$ cat config.mk
export PLATFORM = sky130hd
export DESIGN_NAME = cnt_seq_ctrl
export DESIGN_NICKNAME = d
export VERILOG_FILES = /design/src/rtl/cnt_pkg.sv /design/src/rtl/cnt_core.sv /design/src/rtl/cnt_seq_ctrl.sv
export SDC_FILE = /design/constraint.sdc
export NUM_CORES = 1
export LEC_CHECK = 0
export BUFFER_PORTS_ARGS = -buffer_cell sky130_fd_sc_hd__buf_2
export CELL_PAD_IN_SITES_DETAIL_PLACEMENT = 1
export CELL_PAD_IN_SITES_GLOBAL_PLACEMENT = 2
export CORE_UTILIZATION = 25
export DETAILED_ROUTE_END_ITERATION = 6
export GPL_TIMING_DRIVEN = 0
export HOLD_SLACK_MARGIN = 0.15
export PLACE_DENSITY = 0.7
export SYNTH_ARGS = -nofsm -noshare
export SYNTH_HDL_FRONTEND = slang
export SYNTH_SLANG_ARGS = --single-unit
$ cat constraint.sdc
create_clock -name clk -period 1.9 [get_ports clk]
set_input_delay 0.095 -clock clk [delete_from_list [all_inputs] [get_ports clk]]
set_output_delay 0.095 -clock clk [all_outputs]
set_load 0.005 [all_outputs]
$ cat src/rtl/cnt_pkg.sv
// Shared definitions for the modulo up/down counter sequencer: command
// encoding, sequencer states and default sizing.
package cnt_pkg;

  localparam int W_DEF      = 4;
  localparam int MODMAX_DEF = 13;
  localparam int NW_DEF     = 8;

  localparam logic [1:0] OP_NOP  = 2'd0;
  localparam logic [1:0] OP_LOAD = 2'd1;
  localparam logic [1:0] OP_UP   = 2'd2;
  localparam logic [1:0] OP_DOWN = 2'd3;

  typedef enum logic [1:0] {
    ST_IDLE = 2'd0,
    ST_LOAD = 2'd1,
    ST_RUN  = 2'd2
  } state_t;

endpackage

$ cat src/rtl/cnt_core.sv
// Modulo (MODMAX+1) up/down counter register. The wrap flag is combinational
// and marks a step that crosses the terminal value in either direction.
module cnt_core
  import cnt_pkg::*;
#(
  parameter int W      = W_DEF,
  parameter int MODMAX = MODMAX_DEF
) (
  input  logic         clk,
  input  logic         rst,
  input  logic         step,
  input  logic         dir,   // 0 = up, 1 = down
  input  logic         load,
  input  logic [W-1:0] din,
  output logic [W-1:0] q,
  output logic         wrap
);

  localparam logic [W-1:0] TOP = W'(MODMAX);

  assign wrap = step && (dir ? (q == '0) : (q == TOP));

  // NOTE: sequential state is written only with non-blocking assignments so
  // every register samples the values that existed before the clock edge.
  always_ff @(posedge clk) begin
    if (rst) begin
      q <= '0;
    end else if (load) begin
      q <= din;
    end else if (step) begin
      if (wrap)     q <= dir ? TOP : '0;
      else if (dir) q <= q - 1'b1;
      else          q <= q + 1'b1;
    end
  end

endmodule

$ cat src/rtl/cnt_seq_ctrl.sv
// Command sequencer for the modulo counter: accepts LOAD/UP/DOWN/NOP over a
// valid/ready handshake, steps the core and reports completion and wraps.
module cnt_seq_ctrl
  import cnt_pkg::*;
#(
  parameter int W      = W_DEF,
  parameter int MODMAX = MODMAX_DEF,
  parameter int NW     = NW_DEF
) (
  input  logic          clk,
  input  logic          rst,
  input  logic          cmd_valid,
  output logic          cmd_ready,
  input  logic [1:0]    cmd_op,
  input  logic [NW-1:0] cmd_arg,
  input  logic          pause,
  output logic [W-1:0]  cq,
  output logic          count,
  output logic          done,
  output logic          busy,
  output logic [NW-1:0] wrap_cnt
);

  state_t        state, state_nx;
  logic [NW-1:0] rem;      // step count in RUN, preset value in LOAD
  logic          dir_q;
  logic          accept;
  logic          step;
  logic          load;
  logic          done_set;
  logic          wrap;
  logic [W-1:0]  load_val;

  assign cmd_ready = (state == ST_IDLE);
  assign busy      = !cmd_ready;
  assign accept    = cmd_valid && cmd_ready;

  // The clamp looks at the full argument so that out-of-range presets
  // saturate at the terminal value instead of aliasing through the low bits.
  assign load_val = (rem > NW'(MODMAX)) ? W'(MODMAX) : rem[W-1:0];

  always_ff @(posedge clk) begin
    if (rst) state <= ST_IDLE;
    else     state <= state_nx;
  end

  // NOTE: every signal driven here gets a default first, so no path through
  // the case statement can leave one unassigned and infer a latch.
  always_comb begin
    state_nx = state;
    step     = 1'b0;
    load     = 1'b0;
    done_set = 1'b0;
    case (state)
      ST_IDLE: begin
        if (cmd_valid) state_nx = (cmd_op == OP_LOAD) ? ST_LOAD : ST_RUN;
      end
      ST_LOAD: begin
        load     = 1'b1;
        done_set = 1'b1;
        state_nx = ST_IDLE;
      end
      ST_RUN: begin
        if (!pause) begin
          if (rem != '0) begin
            step = 1'b1;
          end else begin
            done_set = 1'b1;
            state_nx = ST_IDLE;
          end
        end
      end
      default: state_nx = ST_IDLE;
    endcase
  end

  always_ff @(posedge clk) begin
    if (rst) begin
      rem      <= '0;
      dir_q    <= 1'b0;
      done     <= 1'b0;
      count    <= 1'b0;
      wrap_cnt <= '0;
    end else begin
      done  <= done_set;
      count <= wrap;
      if (accept) begin
        rem   <= (cmd_op == OP_NOP) ? '0 : cmd_arg;
        dir_q <= (cmd_op == OP_DOWN);
      end else if (step) begin
        rem <= rem - 1'b1;
      end
      if (wrap && (wrap_cnt != {NW{1'b1}})) wrap_cnt <= wrap_cnt + 1'b1;
    end
  end

  cnt_core #(
    .W      (W),
    .MODMAX (MODMAX)
  ) u_core (
    .clk  (clk),
    .rst  (rst),
    .step (step),
    .dir  (dir_q),
    .load (load),
    .din  (load_val),
    .q    (cq),
    .wrap (wrap)
  );

endmodule

After elaboration in Yosys (flattened, before gate mapping)
Index checks and enable logic that the tools add are counted.
{"block": "word_totals", "ram_bits": 0, "latch_bits": 0, "out_inout_bits": 16, "mem_count": 0, "mem_bits_ro": 0, "in_bits": 14, "elab_cells": 54, "ff_bits": 25}
{"block": "op_classes", "n_mul": 0, "mux": 22, "order_cmp": 1, "bitwise_logic": 0, "n_eq_ne": 9, "shift": 0, "n_div": 0, "n_reduce_logical": 11, "n_addsub": 4}
{"op": "2-to-1 mux 4 bit", "n": 6}
{"op": "2-to-1 mux 8 bit", "n": 3}
{"op": "adder 8 x 1 -> 8 bit, second input constant", "n": 1}
{"op": "> comparator 8 x 4 -> 1 bit, second input constant", "n": 1}
{"op": "2-to-1 mux 2 bit", "n": 4}
{"op": "!= test 8 bit, second input constant", "n": 1}
{"op": "nonzero test 8 bit", "n": 1}
{"op": "subtractor 8 x 1 -> 8 bit, second input constant", "n": 1}
{"op": "2-to-1 mux 1 bit", "n": 7}
{"op": "!= test 2 bit, second input constant", "n": 3}
{"op": "adder 4 x 1 -> 4 bit, second input constant", "n": 1}
{"op": "== test 2 x 1 -> 1 bit, second input constant", "n": 2}
{"op": "== test 2 bit, second input constant", "n": 2}
{"op": "== test 4 bit, second input constant", "n": 1}
{"op": "zero test 2 bit", "n": 2}
{"op": "zero test 4 bit", "n": 1}
{"op": "one-hot mux 2 bit (2 select lines)", "n": 1}
{"op": "nonzero test 2 bit", "n": 2}
{"op": "subtractor 4 x 1 -> 4 bit, second input constant", "n": 1}
{"op": "logical AND 1 bit", "n": 3}
{"op": "AND reduction 3 bit", "n": 1}
{"op": "one-hot mux 1 bit (2 select lines)", "n": 1}
{"op": "zero test 1 bit", "n": 1}

Logic depth before layout (Yosys ltp)
{"block": "logic_depth", "ltp_word": 8, "mapped_depth": 9}

Modules after synthesis
From an unflattened synthesis, not the netlist that was laid out.
{"block": "unflattened", "hier_cells": 184, "hier_area_um2": 1530.2}
{"mod": "cnt_seq_ctrl", "cells_each": 141, "area_per_inst_um2": 1173.6, "n_inst": 1}
{"mod": "cnt_core", "cells_each": 43, "area_per_inst_um2": 356.6, "n_inst": 1}

Least setup slack after synthesis
Ideal clock, no wire load.
{"block": "synth_path", "path_kind": "reg-to-reg", "startpoint": "reg rem[0]", "endpoint": "reg u_core.q[0]", "synth_period_minus_slack_ns": 1.936, "arrival_ns": 1.851, "slack_ns": -0.036, "stages_incl_launch_ff": 10, "setup_ns": 0.086, "cell_sequence": "dfxtp_1 > inv_1 > ha_1 > or3b_1 > buf_2 > o21ai_4 > buf_6 > xnor2_1 > nor2_1 > a211oi_1"}
{"block": "synth_via", "elab_chain_len": 8, "elab_cells_between_ends": 11, "cone_classes": "order compare: 1; mux: 7; reduce/logical: 3"}
{"element": "start, declared", "line_no": "cnt_seq_ctrl.sv:25", "rtl": "logic [NW-1:0] rem;"}
{"element": "start signal, assigned", "line_no": "cnt_seq_ctrl.sv:88", "rtl": "rem <= (cmd_op == OP_NOP) ? '0 : cmd_arg;"}
{"element": "start signal, assigned", "line_no": "cnt_seq_ctrl.sv:91", "rtl": "rem <= rem - 1'b1;"}
{"element": "nonzero test 8 bit", "line_no": "cnt_seq_ctrl.sv:65", "rtl": "if (rem != '0) begin"}
{"element": "2-to-1 mux 1 bit", "line_no": "cnt_seq_ctrl.sv:65"}
{"element": "2-to-1 mux 1 bit", "line_no": "cnt_seq_ctrl.sv:64", "rtl": "if (!pause) begin"}
{"element": "2-to-1 mux 1 bit", "line_no": "cnt_seq_ctrl.sv:54", "rtl": "case (state)"}
{"element": "logical AND 1 bit", "line_no": "cnt_core.sv:21", "rtl": "assign wrap = step && (dir ? (q == '0) : (q == TOP));"}
{"element": "2-to-1 mux 4 bit", "line_no": "cnt_core.sv:31", "rtl": "if (wrap) q <= dir ? TOP : '0;"}
{"element": "2-to-1 mux 4 bit", "line_no": "cnt_core.sv:30", "rtl": "end else if (step) begin"}
{"element": "2-to-1 mux 4 bit", "line_no": "cnt_core.sv:28", "rtl": "end else if (load) begin"}
{"element": "end signal, assigned", "line_no": "cnt_core.sv:29", "rtl": "q <= din;"}
{"element": "end signal, assigned", "line_no": "cnt_core.sv:31"}
{"element": "end signal, assigned", "line_no": "cnt_core.sv:32", "rtl": "else if (dir) q <= q - 1'b1;"}
{"element": "end, declared", "line_no": "cnt_core.sv:15", "rtl": "output logic [W-1:0] q,"}
Several ways; a longest one is shown, not always the timed one. The select of a mux whose other input is x is not followed.
A chain may end at the register's enable or synchronous reset.

Final worst setup path
Ends and elaborated chain as after synthesis.

==> metrics.csv <==
stage,metric,value,unit
sta,Final Slew Violations,0,
setup_path,R2R Setup Slk,0.04,ns
yosys,ys async rst share,0,%
global_route,number of global-route vias before repair,1445,
sta,Final Hold Violating Endpoints,0,
route,Antenna Nets Post-Route,0,
sta,fmax,0.538,GHz
placement,hpwl dp,2.95,mm
pwr,Reg power frac,43.3,%
route,# DRC,0,
min_path,worst hold start,cmd_arg[6],
pwr,Power Density,663,nW/um2
yosys,Syn Inst Count,177,
yosys,yosys warns,0,
floorplan,initial core utilization,25.8,%
global_route,antenna violations before repair,0,
floorplan,Die W,79.9,um
setup_path,Required @ worst endpoint,2.10,ns
sta,setup total negative slack,0,ns
clock_network,H-tree depth,1,
clock_network,register clock-pin slew on the reported worst setup and hold paths,0.09,ns
clock_network,clk_lat worst skew,0.27,ns
global_route,first-pass GRT wire length,7.13,mm
yosys,number of synthesized flops with an enable pin,0,
setup_path,crit path kind,reg2reg,
route,Total Wirelength,4.32,mm
pwr,part of the power in combinational logic,32.7,%
sta,Period minus WS final,1.86,ns
sta,slew margin rel.,62.6,%
global_route,Total GRT Usage,14.3,%
yosys,Main synth FF type,dfxtp_1,
clock_network,clk root buf,clkbuf_8,
flow_run,max-cap violation count,0,
sta,RSZ-0062 raised after global routing,yes,
route,Via density,4.88,
floorplan,Die H,79.9,um
yosys,count of state elements after synthesis,25,
yosys,Synthesized Nets,200,
route,total number of vias,1487,
pwr,P_leak,0.875,nW
global_route,gr ovfl total,0,
setup_path,worst path cell trace,inv_4 > ha_4 > or3b_4 > o21ai_4 > buf_6 > xnor2_2 > nor2_1 > a211oi_2,
pwr,sw frac,33.8,%
setup_path,r2r endpoint,u_core.q[0],
sta,slew of the pin with the lowest slew margin,0.556,ns
pwr,worst vdd rail ir drop,0.262,mV
route,drt pass-1 iters,4,
finish,NumNets Final,254,
finish,Fillers,699,
outcome,status,completed,
finish,most frequent cells in the layout,"buf_2, nor2_1, dfxtp_1",
setup_path,Worst setup SP type,flip-flop,
setup_path,Crit Reg-Reg Startpoint,rem[0],
sta,Hold Slack,0.193,ns
setup_path,CP Data Arrival Time,2.06,ns
setup_path,R2R cell count,8,
yosys,Yosys cell types,51,
finish,P&R area growth vs syn,38.1,%
pwr,Pint,921,uW
yosys,"Avg Cell Area, Syn",8.58,um2
placement,Placer Congestion,0.732,
pwr,Power Total,1.39,mW
min_path,worst hold path type,in2reg,
sta,worst clock skew,0.00394,ns
route,wire length per cell,14.2,um
clock_network,CTS tree,yes,
pwr,clock share of power,24.0,%
finish,"commonest non-fill, non-tap cell in the layout",buf_2,
yosys,Syn Std Cell Area,1520,um2
floorplan,core area,5890,um2
floorplan,die footprint,6390,um2
clock_network,TritonCTS Buffers,3,
global_route,largest net degree at the start of global routing,14,
setup_path,Crit. Startpoint,rem[0],
clock_network,Clock Sink Count,25,
placement,port bufs,28,
setup_path,"Slowest-stage cell, CP",or3b_4,
setup_path,CP endpoint kind,flip-flop,
yosys,register area share after synthesis,32.9,%
sta,Tcrit/Tclk final,97.9,%
setup_path,Setup crit end,u_core.q[0],
floorplan,row cnt,28,
sta,final setup violation count,0,
pwr,reported net switching power,470,uW
setup_path,largest stage delay on the critical path,0.45,ns
floorplan,Ports,30,
route,number of DRC markers in iteration 0,20,
finish,antenna diode count,0,
clock_network,Max Root-Sink Buffers,2,
setup_path,worst-path fanout max,7,
finish,layout cells sized above 1,33.9,%
## what timing repair did
action	CTS	global route
setup buffers	6	8
endpoints found under the hold margin	4	0
endpoints found under the setup margin	23	20
hold buffers	5	0
pin swaps	4	7
cloned	2	1
resized for setup	18	16
## synth_stat cells, drive strengths merged (2+ instances only)
cell | count | area (um2)
or4 | 3 | 26.3
o311ai | 2 | 17.5
nor3 | 7 | 40.0
clkbuf | 4 | 15.0
a22oi | 2 | 15.0
and3 | 2 | 12.5
a22o | 2 | 17.5
dfxtp | 25 | 500
inv | 6 | 22.5
nor4 | 3 | 31.3
a211oi | 5 | 37.5
a21o | 4 | 30.0
xor2 | 4 | 35.0
nand3 | 5 | 25.0
a21oi | 13 | 65.1
o31ai | 2 | 15.0
xnor2 | 7 | 61.3
buf | 5 | 36.3
ha | 8 | 100
or3 | 2 | 12.5
o21ai | 5 | 36.3
nor4b | 3 | 45.0
nor2 | 24 | 90.1
nand2 | 15 | 56.3
## routing by layer
layer	track usage [%]	share of wire (%)
met3	2.63	2.9
met4	3.39	0.30
met5	0	0
met2	25.9	51
met1	17.3	46
## per-stage QoR
step | cells | worst slack (ns) | cell area [um2] | util, %
final | 305 | 0.0406 | 2100 | 35.6
after global routing | 305 | -0.0708 | 2100 | 35.6
after CTS | 296 | 0.00671 | 1970 | 33.4
after detailed placement | 280 | -0.250 | 1760 | 29.9
after global placement | 280 | -0.249 | 1760 | 29.9
after floorplan | 177 | 0.00888 | 1530 | -
## logic make-up (layout without fill, tap and decap cells)
| kind of cell | count (synthesis) | count (layout) | share of synthesized area [%] |
|---|---|---|---|
| buffers and inverters | 15 | 67 | 4.86 |
| adders and majority gates | 9 | 9 | 7.91 |
| AOI/OAI and AO/OA | 43 | 44 | 20.3 |
| xor gates and xnor gates | 11 | 11 | 6.34 |
| muxes | 1 | 1 | 0.659 |
| and+or+nand+nor | 73 | 73 | 27.0 |
| DFF | 25 | 25 | 32.9 |
## state kept, by name, indices dropped and copies added (netlist names)
| name | flops |
|---|---|
| rem | 8 |
| wrap_cnt | 8 |
| u_core.q | 4 |
| state | 2 |
| count | 1 |
| dir_q | 1 |
| done | 1 |
## final cells by class
| class | instances | area (um2) | area share [%] |
|---|---|---|---|
| sequential | 25 | 517 | 24.6 |
| timing repair buffer | 49 | 312 | 14.9 |
| buffer | 8 | 52.6 | 2.51 |
| tap | 75 | 93.8 | 4.47 |
| inverter | 6 | 27.5 | 1.31 |
| clock buffer | 4 | 45.0 | 2.15 |
| multi-input combinational | 138 | 1050 | 50.1 |
## critical path, delay by kind of cell, from the launching register on
| kind | cells | cell delay (ns) |
|---|---|---|
| buf+inv | 2 | 0.23 |
| compound gates | 2 | 0.42 |
| fa+ha+maj | 1 | 0.13 |
| xor+xnor | 1 | 0.11 |
| simple gates | 2 | 0.52 |
| flops | 1 | 0.36 |
## power groups by stage
stage	Clock (mW)	Combinational (mW)	Sequential, mW
6_report	0.334	0.455	0.602
5_1_grt	0.372	0.511	0.609
4_1_cts	0.352	0.412	0.600
3_5_place_dp	0	0.352	0.614
3_3_place_gp	0	0.351	0.615
2_1_floorplan	0	0.263	0.603
## how the worst min path moves through the flow
| stage | end | slack, ns | cells after the start |
|---|---|---|---|
| 3_3_place_gp | rem[4] | 0.39 | 3 |
| 3_5_place_dp | rem[4] | 0.39 | 3 |
| 2_1_floorplan | dir_q | 0.25 | 2 |
| 6_report | rem[6] | 0.19 | 3 |
| 5_1_grt | rem[6] | 0.22 | 3 |
| 4_1_cts | rem[2] | 0.18 | 3 |
(Power assumes the default switching activity.)
